### config.mk
export PLATFORM = sky130hd
export DESIGN_NAME = regfile_dump
export DESIGN_NICKNAME = d
export VERILOG_FILES = /design/src/rtl/regfile_dump.sv
export SDC_FILE = /design/constraint.sdc
export NUM_CORES = 1
export LEC_CHECK = 0
export CAP_MARGIN = 30
export CORE_MARGIN = 10
export CORE_UTILIZATION = 40
export CTS_CLUSTER_DIAMETER = 50
export DETAILED_ROUTE_END_ITERATION = 7
export PLACE_DENSITY = 0.86
export SYNTH_ARGS = -nofsm -noshare
export SYNTH_HDL_FRONTEND = slang
export SYNTH_SLANG_ARGS = --single-unit
### constraint.sdc
create_clock -name clk -period 4.1 [get_ports clk]
set_clock_uncertainty 0.05 [all_clocks]
set_input_delay 1.23 -clock clk [delete_from_list [all_inputs] [get_ports clk]]
set_output_delay 1.23 -clock clk [all_outputs]
set_load 0.02 [all_outputs]
### src/rtl/regfile_dump.sv
// regfile_dump: walks register addresses FIRST..LAST through one read port.
// Each value is captured and streamed out as an (addr, data) beat.
// rf_hold stays high for the whole walk so the core can freeze register writes.
//
// Output handshake (out_valid / out_ready): a beat transfers on a rising edge
// where both are high. While out_valid is high and out_ready is low, out_addr
// and out_data stay stable. out_valid never depends combinationally on
// out_ready, and out_valid never drops without a transfer.
module regfile_dump #(
   parameter int ADDR_W = 5,
   parameter int DATA_W = 32,
   parameter int FIRST  = 0,
   parameter int LAST   = 31
) (
   input  logic              clk,
   input  logic              rst,
   input  logic              start,
   output logic [ADDR_W-1:0] rf_raddr,
   input  logic [DATA_W-1:0] rf_rdata,
   output logic              rf_hold,
   output logic              out_valid,
   input  logic              out_ready,
   output logic [ADDR_W-1:0] out_addr,
   output logic [DATA_W-1:0] out_data,
   output logic              busy,
   output logic              done,
   output logic [1:0]        dbg_state
);

   typedef enum logic [1:0] {
      S_IDLE  = 2'd0,
      S_FETCH = 2'd1,
      S_SEND  = 2'd2,
      S_DONE  = 2'd3
   } state_t;

   localparam logic [ADDR_W-1:0] FIRST_A = ADDR_W'(FIRST);
   localparam logic [ADDR_W-1:0] LAST_A  = ADDR_W'(LAST);

   state_t            state;
   logic [ADDR_W-1:0] ptr;

   // The FSM and every registered output sit in one block.
   // rf_raddr is loaded on the edge that enters FETCH, so the register file
   // sees ptr throughout the FETCH cycle. Outside FETCH it reads 0.
   // The LAST test happens before the increment, so ptr never wraps.
   always_ff @(posedge clk) begin
      if (!rst) begin
         state     <= S_IDLE;
         ptr       <= FIRST_A;
         rf_raddr  <= '0;
         out_valid <= 1'b0;
         out_addr  <= '0;
         out_data  <= '0;
         busy      <= 1'b0;
         done      <= 1'b0;
      end else begin
         case (state)
            S_IDLE: begin
               ptr  <= FIRST_A;
               done <= 1'b0;
               if (start) begin
                  state    <= S_FETCH;
                  busy     <= 1'b1;
                  rf_raddr <= FIRST_A;
               end
            end
            S_FETCH: begin
               out_data  <= rf_rdata;
               out_addr  <= ptr;
               out_valid <= 1'b1;
               rf_raddr  <= '0;
               state     <= S_SEND;
            end
            S_SEND: begin
               if (out_ready) begin
                  out_valid <= 1'b0;
                  if (ptr == LAST_A) begin
                     state <= S_DONE;
                     done  <= 1'b1;
                  end else begin
                     ptr      <= ptr + ADDR_W'(1);
                     rf_raddr <= ptr + ADDR_W'(1);
                     state    <= S_FETCH;
                  end
               end
            end
            S_DONE: begin
               done  <= 1'b0;
               busy  <= 1'b0;
               ptr   <= FIRST_A;
               state <= S_IDLE;
            end
            default: begin
               state <= S_IDLE;
            end
         endcase
      end
   end

   // The hold request mirrors busy, and the state is visible for debug.
   always_comb begin
      rf_hold   = busy;
      dbg_state = state;
   end

endmodule

Word-level counts from Yosys, hierarchy flattened. Cells that the tools add are included.

Add/sub/neg operators: 1. Eq/ne operators: 8. Multiplexer cells: 16. Reduce and logical (&&, ||, !) cells: 12.

Operators by type and width (number): 2-to-1 mux 5 bit (3); case mux 5 bit (3 select lines) (1); case mux 5 bit (2 select lines) (1); inequality test 2 bit, second input constant (4); case mux 2 bit (4 select lines) (1); 2-to-1 mux 2 bit (3); case mux 1 bit (2 select lines) (3); AND reduction 2 bit (3); AND reduction 3 bit (2); nonzero test 2 bit (3); adder 5 x 1 -> 5 bit, second input constant (1); equality test 5 bit, second input constant (1); equality test 2 bit, second input constant (2); 2-to-1 mux 1 bit (4); AND reduction 4 bit (1); nonzero test 3 bit (1); equality test 2 x 1 -> 1 bit, second input constant (1); zero test 2 bit (1); OR reduction 2 bit (1).

Register bits after elaboration: 52. Input bits: 36. Output and inout port bits: 48.

Longest topological paths before layout.
Depth in word-level cells: 4. Mapped depth: 6.

Least setup slack after synthesis. No wires, ideal clock.

Path type: input -> register. From: input port rst. To: register ptr[0]. Arrival: 1891 ps. Required time: 3929 ps. Slack: 2038 ps. Stages on the path: 3. Cell sequence: buf_2 > a32o_1 > mux2_4.

RTL lines: from (decl) (line 16) `input logic rst,`; to (signal assigned) (line 82) `ptr <= ptr + ADDR_W'(1);`; to (decl) (line 41) `logic [ADDR_W-1:0] ptr;`.

Final worst setup path.
From: register state[0] (netlist: dbg_state[0]). To: output port dbg_state[0].

RTL lines: from (decl) (line 40) `state_t state;`; from (signal assigned) (line 49) `state <= S_IDLE;`; from (signal assigned) (line 63) `state <= S_FETCH;`; from (signal assigned) (line 73) `state <= S_SEND;`; to (decl) (line 27) `output logic [1:0] dbg_state`.

No word-level cell between the ends.

==> metrics <==
status completed; CTS H-tree lvls 2; clk_lat worst skew 0.30 ns; drc violations 0; CP top delay family buffers and inverters; type of destination of the critical path output port; pin count of the biggest net entering global routing 25; dpl ws 1.273 ns; post-route design area 0.003068 mm2; DRT antenna net count 0; ys flop type dfxtp_1; mux share of post-synthesis cell area 0.1907; Core Footprint 0.005075 mm2; clk root buf clkbuf_8; die height 92.00 um; DIE WIDTH 92.00 um; final worst setup slack 1.415 ns; dominant cells by area after synthesis dfxtp_1 50%, mux2i_1 18%, nor2_1 7.1%; register area share after synthesis 0.5021; layout cells sized above 1 0.05226; R2R Setup Slk 2.03 ns; CP Cell Sequence clkdlybuf4s50_1; EDFF count, synth 0; period utilization 0.6549; Rows 26; PortBufs 83; Vias/cell 4.874; Final Wtd Congestion 0.8756; CP Max Fanout 6; Worst EP arrival 1.41 ns; first-pass GRT wire length 8721 um; CP bufs+invs 1; post-synthesis adder-cell area fraction 0.04225; total wire length 5255 um; Critical-path top delay cell clkdlybuf4s50_1; routed len/inst 14.72 um; P&R area growth vs syn 47.98%; max incr delay on CP 0.66 ns; hold_buf cts 0; clk buf depth 2; Fillers 435; vias in the first global route 1758; Final Util 0.6045; initial antenna violation count 0; Final setup violation count 0; CTS-repair resized insts 0; worst-margin pin slew 0.5030 ns; Starting DRT DRC Count 64; slew margin rel. 0.6647; setup repair bufs after CTS 0; highest clock rate 372.4 MHz; total number of vias 1740; top cell type's share of synthesized area 0.5021; Fin Hold WS 0.4250 ns; Synth Cell Area 0.002073 mm2; largest family of logic cells by synthesized area multiplexers; Max-Cap Viols 0; Synth top cells by count 52 x dfxtp_1, 39 x nor2_1, 38 x mux2i_1; Post-Synth XOR/XNOR Area 0.008449; GRT overflow 0; Tightest Hold Check Type reg2reg; Final Hold Vio Count 0; Ys Warns 0; Inserted Diodes 0; Synth Area in Compound Gates 0.07242; Worst Setup Start Kind flop; Starting Density 0.4085; DP HPWL 4031 um; unrepaired setup endpoints after global routing false; Req. time, crit path 2.82 ns; CTS tree done; Syn Inst Count 204; CTS Sinks 52; static leakage 1.154 nW; overall routing resource usage 0.1242; setup_tns 0 ns; die footprint 0.008463 mm2; Pre-antenna DRT Iters 4; count leader, synth dfxtp_1; clock transition at the registers of the reported paths 0.09 ns; Post-Synth Simple-Gate Area 0.1442; critical path class reg2out; Netlist cell types 34; Async SR Flop Fraction 0; Final nets 329; cell taking the most area after synthesis dfxtp_1; syn_nets 247; Period minus WS final 2.685 ns; cts bufs inserted 5; pwr dens 513.9 mW/mm2; area of placed instances 0.002957 mm2; I/O pin cnt 84; syn_area_per_cell 10.16 um2; Final Slew Violations 0; worst vdd ir 0.0002984 V; number of synthesized register bits 52
area by class of cell:
| type | instances | area, um2 | area share |
|---|---|---|---|
| well taps | 70 | 87.58 | 0.02855 |
| clock inverters | 3 | 42.54 | 0.01387 |
| inverters | 6 | 22.52 | 0.007341 |
| repair buffers | 86 | 853.3 | 0.2781 |
| flip-flops and latches | 52 | 1041 | 0.3393 |
| multi-input cells | 135 | 952.2 | 0.3104 |
| clock buffers | 5 | 68.82 | 0.02243 |
cell usage in the layout (no fill, tap or decap), drive strengths merged, types with 2 or more instances in the layout:
cell type / instances
a21oi: 4
dfxtp: 52
a22o: 3
o21ai: 2
inv: 5
a32o: 2
clkinv: 2
and2: 2
nand4: 2
clkbuf: 5
o22ai: 5
nor2b: 2
mux2i: 38
nand3: 4
buf: 3
nand2: 6
nand2b: 3
a211oi: 2
nor3: 4
clkdlybuf4s50: 83
nor2: 39
ha: 7
registers in the layout, indices dropped and copies added, names as in the netlist:
name	flops
out_valid	1
rf_raddr	5
done	1
dbg_state	2
out_addr	5
out_data	32
ptr	5
busy	1
power by group:
group	internal, mW	leakage (nW)	total, mW	switching [mW]
sequential	0.577	0.424	0.619	0.0419
combinational	0.298	0.676	0.611	0.313
clock	0.181	0.0541	0.347	0.166
metal layers:
metal | track usage | part of all wire
met5 | 0 | 0
met4 | 0.02699 | 0.0069
met3 | 0.07090 | 0.11
met1 | 0.1473 | 0.44
met2 | 0.1912 | 0.45
per-stage QoR:
stage	std cells	total power, mW
6_report	357	1.577
5_1_grt	357	1.676
4_1_cts	357	1.599
3_5_place_dp	349	1.250
3_3_place_gp	349	1.236
2_1_floorplan	204	1.019
cells by family (layout without fill, tap and decap cells):
group,count (synthesis),in the layout
xor gates and xnor gates,2,2
muxes,39,39
and+or+nand+nor,66,66
buffers and inverters,17,100
adders and majority gates,7,7
AOI/OAI and AO/OA,21,21
DFF,52,52
worst paths after layout:
path,start,to,depth (start not counted)
max,dbg_state[0]$_SDFFE_PN0P_,dbg_state[0],1
min,rf_raddr[2]$_SDFFE_PN0P_,rf_raddr[2]$_SDFFE_PN0P_,2
max reg2reg,ptr[0]$_SDFFE_PN0P_,ptr[0]$_SDFFE_PN0P_,6
min reg2reg,rf_raddr[2]$_SDFFE_PN0P_,rf_raddr[2]$_SDFFE_PN0P_,2
Power figures use the tool's default switching activity.
